**src/rtl/iob_cache_front_arbiter.sv**
```systemverilog
// Two-requester round-robin arbiter in front of a cache req/ack port.
// Optional macro IOB_CACHE_ARB_CNT_EN adds per-requester completion counters.
module iob_cache_front_arbiter #(
   parameter int ADDR_W   = 32,
   parameter int DATA_W   = 32,
   parameter int NBYTES   = DATA_W / 8,
   parameter int USE_CTRL = 0
) (
   input  logic                         clk_i,
   input  logic                         reset_n,
`ifdef IOB_CACHE_ARB_CNT_EN
   input  logic                         cnt_clr_i,
   output logic [31:0]                  r0_cnt_o,
   output logic [31:0]                  r1_cnt_o,
`endif
   input  logic                         r0_req_i,
   input  logic [USE_CTRL+ADDR_W-1:0]   r0_addr_i,
   input  logic [DATA_W-1:0]            r0_wdata_i,
   input  logic [NBYTES-1:0]            r0_wstrb_i,
   output logic [DATA_W-1:0]            r0_rdata_o,
   output logic                         r0_ack_o,
   input  logic                         r1_req_i,
   input  logic [USE_CTRL+ADDR_W-1:0]   r1_addr_i,
   input  logic [DATA_W-1:0]            r1_wdata_i,
   input  logic [NBYTES-1:0]            r1_wstrb_i,
   output logic [DATA_W-1:0]            r1_rdata_o,
   output logic                         r1_ack_o,
   output logic                         c_req_o,
   output logic [USE_CTRL+ADDR_W-1:0]   c_addr_o,
   output logic [DATA_W-1:0]            c_wdata_o,
   output logic [NBYTES-1:0]            c_wstrb_o,
   input  logic [DATA_W-1:0]            c_rdata_i,
   input  logic                         c_ack_i
);

   localparam int AW = USE_CTRL + ADDR_W;

   typedef enum logic {
      S_IDLE = 1'b0,
      S_BUSY = 1'b1
   } state_t;

   state_t              r_state;
   state_t              w_state_nxt;
   logic                r_owner;
   logic                r_prio;
   logic [AW-1:0]       r_addr;
   logic [DATA_W-1:0]   r_wdata;
   logic [NBYTES-1:0]   r_wstrb;

   logic                w_grant;
   logic                w_sel;
   logic                w_cur_owner;
   logic                w_done;

   // NOTE: every signal written here gets a default first, so no path leaves
   // one unassigned and no latch is inferred.
   always_comb begin
      w_state_nxt = r_state;
      w_grant     = 1'b0;
      w_sel       = 1'b0;
      w_cur_owner = r_owner;
      c_req_o     = 1'b0;
      c_addr_o    = '0;
      c_wdata_o   = '0;
      c_wstrb_o   = '0;
      case (r_state)
         S_IDLE: begin
            // Gated by reset_n so an asserted reset forces a quiet bus even
            // while requesters keep their request raised.
            if (reset_n && (r0_req_i || r1_req_i)) begin
               w_grant     = 1'b1;
               w_sel       = (r0_req_i && r1_req_i) ? r_prio : r1_req_i;
               w_cur_owner = w_sel;
               c_req_o     = 1'b1;
               if (w_sel) begin
                  c_addr_o  = r1_addr_i;
                  c_wdata_o = r1_wdata_i;
                  c_wstrb_o = r1_wstrb_i;
               end else begin
                  c_addr_o  = r0_addr_i;
                  c_wdata_o = r0_wdata_i;
                  c_wstrb_o = r0_wstrb_i;
               end
               if (!c_ack_i) w_state_nxt = S_BUSY;
            end
         end
         S_BUSY: begin
            c_req_o   = 1'b1;
            c_addr_o  = r_addr;
            c_wdata_o = r_wdata;
            c_wstrb_o = r_wstrb;
            if (c_ack_i) w_state_nxt = S_IDLE;
         end
         default: w_state_nxt = S_IDLE;
      endcase
      w_done = c_req_o && c_ack_i;
   end

   assign r0_ack_o   = w_done & ~w_cur_owner;
   assign r1_ack_o   = w_done &  w_cur_owner;
   assign r0_rdata_o = r0_ack_o ? c_rdata_i : '0;
   assign r1_rdata_o = r1_ack_o ? c_rdata_i : '0;

   // NOTE: sequential state uses non-blocking assignments so every register
   // samples pre-edge values regardless of statement order.
   always_ff @(posedge clk_i or negedge reset_n) begin
      if (!reset_n) begin
         r_state <= S_IDLE;
         r_owner <= 1'b0;
         r_prio  <= 1'b0;
         r_addr  <= '0;
         r_wdata <= '0;
         r_wstrb <= '0;
      end else begin
         r_state <= w_state_nxt;
         if (w_grant) begin
            r_owner <= w_sel;
            r_addr  <= c_addr_o;
            r_wdata <= c_wdata_o;
            r_wstrb <= c_wstrb_o;
         end
         // The requester just served loses the tie on the next arbitration.
         if (w_done) r_prio <= ~w_cur_owner;
      end
   end

`ifdef IOB_CACHE_ARB_CNT_EN
   logic [31:0] r_cnt0;
   logic [31:0] r_cnt1;

   always_ff @(posedge clk_i or negedge reset_n) begin
      if (!reset_n) begin
         r_cnt0 <= '0;
         r_cnt1 <= '0;
      end else if (cnt_clr_i) begin
         r_cnt0 <= '0;
         r_cnt1 <= '0;
      end else begin
         if (r0_ack_o) r_cnt0 <= r_cnt0 + 32'd1;
         if (r1_ack_o) r_cnt1 <= r_cnt1 + 32'd1;
      end
   end

   assign r0_cnt_o = r_cnt0;
   assign r1_cnt_o = r_cnt1;
`endif

endmodule

```
**config.mk**
```make
export PLATFORM = sky130hd
export DESIGN_NAME = iob_cache_front_arbiter
export DESIGN_NICKNAME = d
export VERILOG_FILES = /design/src/rtl/iob_cache_front_arbiter.sv
export SDC_FILE = /design/constraint.sdc
export NUM_CORES = 1
export LEC_CHECK = 0
export ABC_CLOCK_PERIOD_IN_PS = 3400
export BUFFER_PORTS_ARGS = -buffer_cell sky130_fd_sc_hd__buf_2
export CAP_MARGIN = 5
export CORE_UTILIZATION = 25
export CTS_CLUSTER_SIZE = 14
export DETAILED_ROUTE_END_ITERATION = 10
export PLACE_DENSITY_LB_ADDON = 0.15
export RECOVER_POWER = 100
export SYNTH_ARGS = -nofsm -noshare
export SYNTH_HDL_FRONTEND = slang
export SYNTH_SLANG_ARGS = --single-unit
```
**constraint.sdc**
```tcl
create_clock -name clk_i -period 3.4 [get_ports clk_i]
set_clock_uncertainty 0.15 [all_clocks]
set_input_delay 0.85 -clock clk_i [delete_from_list [all_inputs] [get_ports clk_i]]
set_output_delay 0.85 -clock clk_i [all_outputs]
set_load 0.005 [all_outputs]
```
Yosys cells after proc, flatten, opt, wreduce, memory -nomap -nowiden. Cells that the tools add are included.

Register bits after elaboration: 71. Input port bits: 173. Output and inout bits: 135. Logic and storage cells: 36.

Mux-type cells: 22. Bitwise logic cells: 4. Reduce and logical (&&, ||, !) cells: 4.

Operators by type and width (number): 32-bit 2-to-1 mux (6); 32-bit case mux with 2 select lines (2); 1-bit 2-to-1 mux (9); 4-bit 2-to-1 mux (2); 4-bit case mux with 2 select lines (1); 1-bit case mux with 2 select lines (2); 1-bit logical AND (3); 1-bit bitwise AND (2); 1-bit NOT (2); 1-bit logical OR (1).

Logic depth before layout (Yosys ltp). Gate-level depths: netlist of the first run.

Word-level depth: 7. Depth in mapped cells: 7.

Least setup slack after synthesis of the first run. OpenSTA, ideal clock, no wires.

Path type: input to output. From: in reset_n. To: out c_addr_o[0]. Arrival: 1.900 ns. Required time: 2.400 ns. Slack: 0.500 ns. Stages on the path: 6. Cells stage by stage: nor2b_1 and3_1 buf_2 buf_2 buf_2 a221o_1.

Word-level cells in the longest chain between the ends: 3.

RTL lines: from (decl) (line 10) `input logic reset_n,`; 1-bit logical AND (line 71) `if (reset_n && (r0_req_i || r1_req_i)) begin`; 32-bit 2-to-1 mux (line 71); 32-bit case mux with 2 select lines (line 67) `case (r_state)`; to (decl) (line 29) `output logic [USE_CTRL+ADDR_W-1:0] c_addr_o,`.

Every way passes these cells.

Worst setup path after layout of the first run.
From: reg r_state. To: out c_wdata_o[1].

Word-level cells in the longest chain between the ends: 2.

RTL lines: from (decl) (line 43) `state_t r_state;`; from (signal assigned) (line 116) `r_state <= w_state_nxt;`; 1-bit NOT; 32-bit case mux with 2 select lines (*) (line 67); to (decl) (line 30) `output logic [DATA_W-1:0] c_wdata_o,`.

Mark *: on every way between the ends. The rest lies on a longest branch, timed or not.

==> flow_summary_export.csv, run 1 <==
group,metric,value,unit
place,gp_congestion,0.846,
detailed_routing,avgViaCountPerCell,5.46,
run,cap_violations,1,
timing,setup_violations,0,
clock_tree,clock-root-buffer,"clkbuf_16",
timing,relSlewSlack,-16.5,%
detailed_routing,routedWlPerCell,19.1,µm
logic_synthesis,synth-seq-cells,71,
global_routing,antenna_found_initial,3,
global_routing,grt_max_degree,137,
place,place_hpwl,12200,µm
die,dieArea,17900,µm²
finish,drive_above_1_share,49.6,%
pwr,pwr-share-comb,30.7,%
worst_setup_path,r2r_end,"r_addr[6]",
clock_tree,worstSkewPairLatency,0.34,ns
detailed_routing,drt_iter0_drc,330,
detailed_routing,num_vias,4979,
pwr,power_density,491,nW/µm²
pwr,pwr-share-clk,32.5,%
logic_synthesis,syn_inst,414,
detailed_routing,ant_nets,0,
die,fp.coreArea,16800,µm²
worst_setup_path,cp_max_fo,136,
worst_setup_path,cp-end-kind,"primary output",
clock_tree,cts_hold_buffers,0,
pwr,seqPwrFrac,36.7,%
clock_tree,cts.sinks,71,
worst_setup_path,r2r-start,"r_state",
clock_tree,cts_buffers,9,
min_path,hp-class,"in -> async",
status,status,"complete, but fails checks",
pwr,p_switching,943,µW
die,rows,47,
clock_tree,cts-htree-levels,3,
detailed_routing,drc,0,
pwr,netSwitchingFraction,30.1,%
worst_setup_path,r2r_slack,1.16,ns
die,start_util,25.9,%
timing,fin_crit,3.33,ns
pwr,cellInternalPower,2190,µW
finish,design_area,6380,µm²
logic_synthesis,synth_cell_types,20,
place,io_buffer_count,307,
timing,hold_viol_final,0,
timing,hold_slack,0.156,ns
timing,worst_pin_slew,1.75,ns
status,violations,"capacitance limit, slew limit",
logic_synthesis,yosysSeqAreaShare,40.8,%
finish,final_net_count,858,
worst_setup_path,crit_type,"reg -> out",
finish,final_core_util,38.0,%
detailed_routing,first_pass_iters,6,
global_routing,track_usage,18.7,%
place,dp.cells,894,
die,pin_count,308,
global_routing,grt_pass1_wl,26300,µm
timing,fmax,0.300,GHz
logic_synthesis,ys_warn_count,0,
worst_setup_path,rr_worst_depth,5,
finish,layoutNonFillerInstCount,912,
clock_tree,cts_buffer_depth,2,
timing,period_share,97.9,%
worst_setup_path,cp.required,2.40,ns
logic_synthesis,synth_fp_nets,587,
place,placed_cell_area,6050,µm²
timing,final_max_slew_viol_count,69,
clock_tree,cts_tree,"done",
worst_setup_path,crit_start,"r_state",
die,die_h,134,µm
pwr,leakagePower,0.00376,µW
die,die_w,134,µm
global_routing,grt.overflow.total,0,
global_routing,grt_pass1_vias,4949,
logic_synthesis,synth_area_per_cell,10.5,µm²
clock_tree,cts.clk_slew.worst_paths,0.06,ns
logic_synthesis,netlist_area,4350,µm²
detailed_routing,wl,17400,µm
worst_setup_path,crit_end,"c_wdata_o[1]",
worst_setup_path,start_kind,"flip-flop",
finish,area_growth,46.7,%
worst_setup_path,worstPathArrival,2.33,ns
pwr,peakVddDrop,0.000221,V
==> worst min path at each step <==
stage | start | endpoint | slack [ns] | cells after the start
5_1_grt | reset_n | r_state | 0.15 | 1
2_1_floorplan | r_addr[30] | r_addr[30] | 0.33 | 1
3_5_place_dp | r_addr[13] | r_addr[13] | 0.34 | 1
3_3_place_gp | r_wdata[0] | r_wdata[0] | 0.35 | 1
6_report | reset_n | r_state | 0.16 | 1
4_1_cts | reset_n | r_prio | 0.14 | 1
==> critical path, stage by stage (launching register included) <==
cell and delay, ns:
dfrtp_4 0.63, nor2b_1 0.20, and3_4 0.23, buf_16 0.33, a221o_1 0.29, buf_2 0.13
==> flip-flops by register name (all words and copies together) (netlist names) <==
name     cells
r_prio       1
r_addr      32
r_wdata     32
r_wstrb      4
r_owner      1
r_state      1
==> power groups by stage <==
stage | logic, µW | clock network (µW) | registers [µW]
after floorplan | 567 | 0 | 1120
after global placement | 961 | 0 | 1160
after detailed placement | 968 | 0 | 1160
after CTS | 973 | 1060 | 1150
after global routing | 1050 | 1090 | 1170
final | 963 | 1020 | 1150
==> cell families (layout without fill, tap and decap cells) <==
logic type | count (synthesis) | after routing | synth area share [%]
other | 0 | 2 | 0
multiplexers | 1 | 1 | 0.259
AO/OA/AOI/OAI | 140 | 140 | 32.3
flip-flops | 71 | 71 | 40.8
buffers and inverters | 60 | 336 | 6.12
AND/OR/NAND/NOR | 142 | 142 | 20.5
==> layout make-up <==
type	instances	area [µm²]
diodes	2	5.00
clock buffers	10	239
inverters	2	7.51
well taps	220	275
fillers	1763	10400
multi-input cells	283	2330
clock inverters	6	83.8
repair buffers	318	1660
flip-flops and latches	71	1780
==> placed cells by master (no fill, tap or decap) <==
master,synthesis,routed
buf_4,1,8
o21a_1,2,2
a221o_1,136,136
o21ai_4,0,1
clkbuf_1,38,1
and3b_2,0,1
mux2_2,1,1
clkbuf_16,0,9
and3_4,0,1
dfrtp_4,0,1
clkinv_4,0,1
clkbuf_8,0,1
nand2b_1,1,1
a2bb2oi_4,1,1
clkinv_2,0,3
clkbuf_2,0,1
bufinv_16,0,2
dfrtp_1,71,70
nand2_2,0,1
and2_1,2,2
buf_12,0,2
and3_1,133,132
buf_2,12,305
and3b_1,2,1
diode_2,0,2
or2_2,1,1
inv_1,1,1
buf_16,0,1
nor2b_1,2,2
inv_2,1,1
==> metrics by stage <==
step	worst slack, ns	TNS (ns)	power (µW)
after floorplan	0.500	0	1690
after global placement	0.186	0	2120
after detailed placement	0.161	0	2130
after CTS	0.0585	0	3180
after global routing	-0.0000844	-0.0000844	3320
final	0.0714	0	3140
==> what timing repair did <==
item	4_1_cts	5_1_grt
buffers inserted	0	0
resized for setup	0	2
endpoints found under the setup margin	0	56
endpoints found under the hold margin	0	0
==> per-layer routing <==
layer,global-route usage (%),up-vias,part of all wire (%),routed length (µm)
met5,0,-,0.057,10
met4,9.53,2,3.3,577
met3,3.63,30,7.5,1310
met2,33.0,248,51,8810
met1,21.4,2403,38,6680
li1,-,2296,-,-
==> synth_stat cells <==
library cell	n	share of area, %
a221o_1	136	31
a2bb2oi_4	1	0.60
and2_1	2	0.29
and3_1	133	19
and3b_1	2	0.40
buf_1	4	0.34
buf_2	12	1.4
buf_4	1	0.17
buf_6	3	0.78
clkbuf_1	38	3.3
dfrtp_1	71	41
inv_1	1	0.086
inv_2	1	0.086
mux2_2	1	0.26
nand2_1	1	0.086
nand2b_1	1	0.14
nor2b_1	2	0.29
o21a_1	2	0.34
o21ai_1	1	0.11
or2_2	1	0.14
Note: power is estimated with default switching activity, not from simulation.
==> run 2: changes to the inputs <==
PLACE_DENSITY = 0.57   (was unset)
PLACE_DENSITY_LB_ADDON = unset   (was 0.15)
==> run 2 against run 1 <==
  * The run still ends with capacitance limit, slew limit left
  * Clock power grew 15%
  * First-iteration DRC count is 11% lower
  * Sequential cell count did not move
  * Maximum frequency up 3.5%
  * Register-to-register slack gained 0.46 ns
  * Combinational power decreased by 2%
  * Power increased by 4.0%
  * Worst hold slack improved by 0.21 ns
  * Count of clock-buffer cells in the layout up 1
  * Global-route usage shrank 1.1 points
  * Critical endpoint is now c_addr_o[8]
==> flow_summary_export.csv, run 2 (synthesis gave the netlist of run 1 again) <==
group,metric,value,unit
status,status,"complete, but fails checks",
status,violations,"capacitance limit, slew limit",
global_routing,track_usage,17.6,%
timing,fin_crit,3.22,ns
worst_setup_path,cp-end-kind,"primary output",
clock_tree,cts.sinks,71,
timing,final_max_slew_viol_count,30,
timing,rsz0062_at_grt,"no",
timing,worst_pin_slew,1.61,ns
clock_tree,post_cts_buffers,0,
detailed_routing,avgViaCountPerCell,5.47,
pwr,leakagePower,0.00351,µW
pwr,pwr-share-comb,29.0,%
pwr,peakVddDrop,0.000242,V
die,die_h,134,µm
detailed_routing,met3_wirelength,1160,µm
finish,multi_input_area,2320,µm²
finish,area_growth,45.8,%
place,pre_cts_ws,0.275,ns
finish,drive_above_1_share,38.9,%
clock_tree,worstSkewPairLatency,0.33,ns
finish,final_common_cell,"buf_2",
worst_setup_path,cp.required,2.40,ns
die,pin_count,308,
detailed_routing,num_vias,5003,
finish,fill_cells,1787,
place,gp_congestion,0.845,
clock_tree,cts_hold_buffers,0,
place,io_buffer_count,307,
timing,fmax,0.311,GHz
worst_setup_path,crit_type,"in -> out",
detailed_routing,dr.max_layer_used,"met5",
detailed_routing,met1_length,6380,µm
finish,ff_latch_area,1780,µm²
clock_tree,cts_tree,"done",
finish,diodes,0,
pwr,power_density,514,nW/µm²
min_path,hp-class,"reg -> reg",
detailed_routing,ant_nets,0,
global_routing,grt_pass1_wl,25000,µm
timing,period_share,94.6,%
timing,relSlewSlack,-7.63,%
die,rows,47,
timing,fin_setup_tns,0,ns
detailed_routing,drt_iter0_drc,294,
detailed_routing,met2WireLength,8460,µm
finish,largestRegisters,"r_addr (32), r_wdata (32), r_wstrb (4)",
timing,hold_viol_final,0,
detailed_routing,drc,0,
pwr,p_switching,933,µW
run,cap_violations,1,
global_routing,antenna_found_initial,1,
global_routing,grt.overflow.total,0,
worst_setup_path,worstPathArrival,2.22,ns
clock_tree,cts.clk_slew.worst_paths,0.06,ns
die,die_w,134,µm
worst_setup_path,start_kind,"input pin",
global_routing,grt_pass1_vias,4968,
timing,final.setup.worst_slack,0.185,ns
worst_setup_path,cp_max_fo,80,
pwr,netSwitchingFraction,28.6,%
detailed_routing,first_pass_iters,5,
clock_tree,cts-htree-levels,3,
die,fp.coreArea,16800,µm²
finish,mostFrequentLayoutCells,"230 x buf_2, 136 x a221o_1, 133 x and3_1",
pwr,cellInternalPower,2330,µW
timing,setup_violations,0,
die,start_util,25.9,%
place,place_hpwl,12000,µm
detailed_routing,wl,16300,µm
clock_tree,cts.repair.resized,0,
pwr,seqPwrFrac,35.1,%
pwr,pwr-share-clk,35.9,%
finish,final_core_util,37.7,%
global_routing,grt_max_degree,81,
clock_tree,cts_buffers,9,
detailed_routing,routedWlPerCell,17.8,µm
die,dieArea,17900,µm²
finish,final_net_count,862,
clock_tree,cts_buffer_depth,2,
clock_tree,clock-root-buffer,"clkbuf_16",
run 2: changes by cell type in the layout (fill, tap and decap cells not counted), moves of 2 or more:
cell and delta:
diode_2 -2, buf_1 +2, buf_4 +3, clkinv_2 -3, clkbuf_1 +72, clkbuf_2 +3, bufinv_16 +2, buf_2 -75
run 2: routing by layer:
layer  GRT usage, %  vias up
met1           19.5     2439
li1               -     2302
met5              0        -
met4           8.14        2
met2           32.1      239
met3           3.48       21
run 2: worst paths after layout:
| check | from | to | slack, ns | depth (start not counted) |
|---|---|---|---|---|
| worst min register to register | r_wdata[0] | r_wdata[0] | 0.36 | 1 |
| worst max-delay path | reset_n | c_addr_o[8] | 0.18 | 6 |
| min in group asynchronous | reset_n | r_owner | 0.68 | 2 |
| max in group asynchronous | reset_n | r_state | 1.15 | 2 |
| worst min-delay path | r_wdata[0] | r_wdata[0] | 0.36 | 1 |
| worst max register to register | r_prio | r_wdata[11] | 1.62 | 4 |
run 2: cell type report:
class,instances,area share [%]
multi-input combinational,283,36.6
sequential,71,28.0
clock buffer,11,3.82
tap,220,4.34
timing repair buffer,322,25.1
clock inverter,5,2.03
inverter,2,0.118
run 2: stage by stage:
stage                     std cells  hold slack (ns)  cell area [µm²]  power, µW
after floorplan                 414            0.329             4350       1690
after global placement          898            0.345             6080       2110
after detailed placement        898            0.347             6080       2120
after CTS                       914            0.366             6450       3320
after global routing            914            0.372             6350       3440
final                           914            0.365             6350       3260
run 2: power by group through the flow:
stage	registers, µW	clock network (µW)	logic (µW)
6_report	1140	1170	946
3_5_place_dp	1150	0	971
4_1_cts	1140	1210	976
5_1_grt	1160	1240	1040
2_1_floorplan	1120	0	567
3_3_place_gp	1150	0	957
run 2: critical path, stage by stage:
cell and delay (ns):
buf_4 0.11, nor2b_1 0.24, and3_1 0.31, buf_12 0.31, a221o_1 0.22, clkbuf_1 0.13
==> run 3: changes to the inputs <==
ABC_CLOCK_PERIOD_IN_PS = 3500   (was 3400)
CAP_MARGIN = 15   (was 5)
clock period = 3.5 ns   (was 3.4 ns; I/O delays follow)
==> run 3 against run 2 <==
  * The flow still finishes with violations (capacitance limit, slew limit)
  * Core utilization fell by 0.42 points
  * Sequential cell count unchanged
  * Highest routed layer unchanged
  * First-iteration DRC count fell by 2.7%
  * Critical path depth did not move
==> flow_summary_export.csv, run 3 (synthesis gave the netlist of run 1 again) <==
group,metric,value,unit
status,status,"complete, but fails checks",
status,violations,"capacitance limit, slew limit",
finish,largestRegisters,"r_addr (32), r_wdata (32), r_wstrb (4)",
timing,relSlewSlack,-42.8,%
worst_setup_path,cp_max_fo,56,
clock_tree,cts_buffers,9,
finish,final_core_util,37.3,%
place,io_buffer_count,307,
timing,setup_violations,0,
global_routing,track_usage,17.4,%
clock_tree,post_cts_buffers,0,
timing,fin_crit,3.34,ns
finish,mostFrequentLayoutCells,"238 x buf_2, 136 x a221o_1, 133 x and3_1",
die,die_w,134,µm
clock_tree,cts_tree,"done",
pwr,power_density,480,nW/µm²
detailed_routing,ant_nets,0,
detailed_routing,wl,16400,µm
clock_tree,clock-root-buffer,"clkbuf_16",
run,cap_violations,3,
clock_tree,cts.repair.resized,0,
global_routing,grt.overflow.total,0,
worst_setup_path,cp-end-kind,"primary output",
place,gp_congestion,0.799,
die,rows,47,
clock_tree,cts_hold_buffers,0,
detailed_routing,first_pass_iters,8,
finish,final_common_cell,"buf_2",
finish,final_net_count,862,
die,pin_count,308,
place,place_hpwl,12100,µm
finish,multi_input_area,2310,µm²
timing,worst_pin_slew,2.14,ns
clock_tree,cts-htree-levels,3,
finish,area_growth,44.2,%
die,fp.coreArea,16800,µm²
detailed_routing,drt_iter0_drc,286,
die,die_h,134,µm
detailed_routing,routedWlPerCell,17.8,µm
timing,period_share,95.3,%
detailed_routing,avgViaCountPerCell,5.45,
clock_tree,worstSkewPairLatency,0.32,ns
global_routing,grt_max_degree,81,
detailed_routing,drc,0,
pwr,peakVddDrop,0.000211,V
finish,ff_latch_area,1780,µm²
global_routing,grt_pass1_wl,24800,µm
worst_setup_path,worstPathArrival,2.31,ns
clock_tree,cts.sinks,71,
min_path,hp-class,"in -> async",
die,start_util,25.9,%
global_routing,grt_pass1_vias,4880,
timing,final_max_slew_viol_count,112,
pwr,leakagePower,0.00350,µW
timing,fmax,0.300,GHz
timing,hold_viol_final,0,
timing,rsz0062_at_grt,"no",
global_routing,antenna_found_initial,3,
die,dieArea,17900,µm²
detailed_routing,num_vias,4991,
timing,fin_setup_tns,0,ns
worst_setup_path,start_kind,"input pin",
worst_setup_path,crit_type,"in -> out",
clock_tree,cts_buffer_depth,2,
clock_tree,cts.clk_slew.worst_paths,0.05,ns
timing,hold_slack,0.199,ns
worst_setup_path,cp.required,2.47,ns
finish,drive_above_1_share,39.6,%
finish,fill_cells,1758,
==> run 3: metal layers <==
metal | GRT usage, % | vias to the layer above | part of all wire (%)
met5 | 0 | - | 0.067
met4 | 6.44 | 2 | 1.6
met3 | 3.02 | 21 | 6.8
met2 | 32.0 | 253 | 53
met1 | 20.0 | 2414 | 39
li1 | - | 2301 | -
==> run 3: metrics by stage <==
step           instances  total power [µW]  setup WS (ns)  instance area [µm²]
6_report             916              3010          0.165                 6280
5_1_grt              916              3190         0.0612                 6280
4_1_cts              914              3070          0.218                 6390
3_5_place_dp         898              2060          0.219                 6070
3_3_place_gp         898              2050          0.249                 6070
2_1_floorplan        414              1640          0.550                 4350
==> run 3: path summary, 6_finish.rpt <==
| path | startpoint | end | slack (ns) | cells past startpoint |
|---|---|---|---|---|
| min | reset_n | r_prio | 0.20 | 1 |
| max reg2reg | r_state | r_wdata[6] | 0.88 | 5 |
| max in group asynchronous | reset_n | r_addr[16] | 0.78 | 2 |
| max | reset_n | c_addr_o[11] | 0.16 | 6 |
| min in group clk_i | r_addr[13] | r_addr[13] | 0.37 | 1 |
| min reg2reg | r_addr[13] | r_addr[13] | 0.37 | 1 |
==> run 3: power breakdown <==
part / leakage, µW / switching, µW / internal (µW) / total, µW
registers: 0.000878 / 115 / 1000 / 1120
logic: 0.00246 / 447 / 464 / 911
clock network: 0.000156 / 356 / 625 / 981
==> run 3: final cells by class <==
class / instances / area share [%]
diodes: 2 / 0.0797
clock buffers: 9 / 3.59
clock inverters: 7 / 1.52
inverters: 2 / 0.120
multi-input cells: 283 / 36.8
flip-flops and latches: 71 / 28.3
well taps: 220 / 4.39
repair buffers: 322 / 25.1
==> run 3: critical path: stages <==
cell	delay (ns)
buf_4	0.13
nor2b_1	0.15
and3_1	0.23
buf_4	0.49
a221o_1	0.27
clkbuf_1	0.12
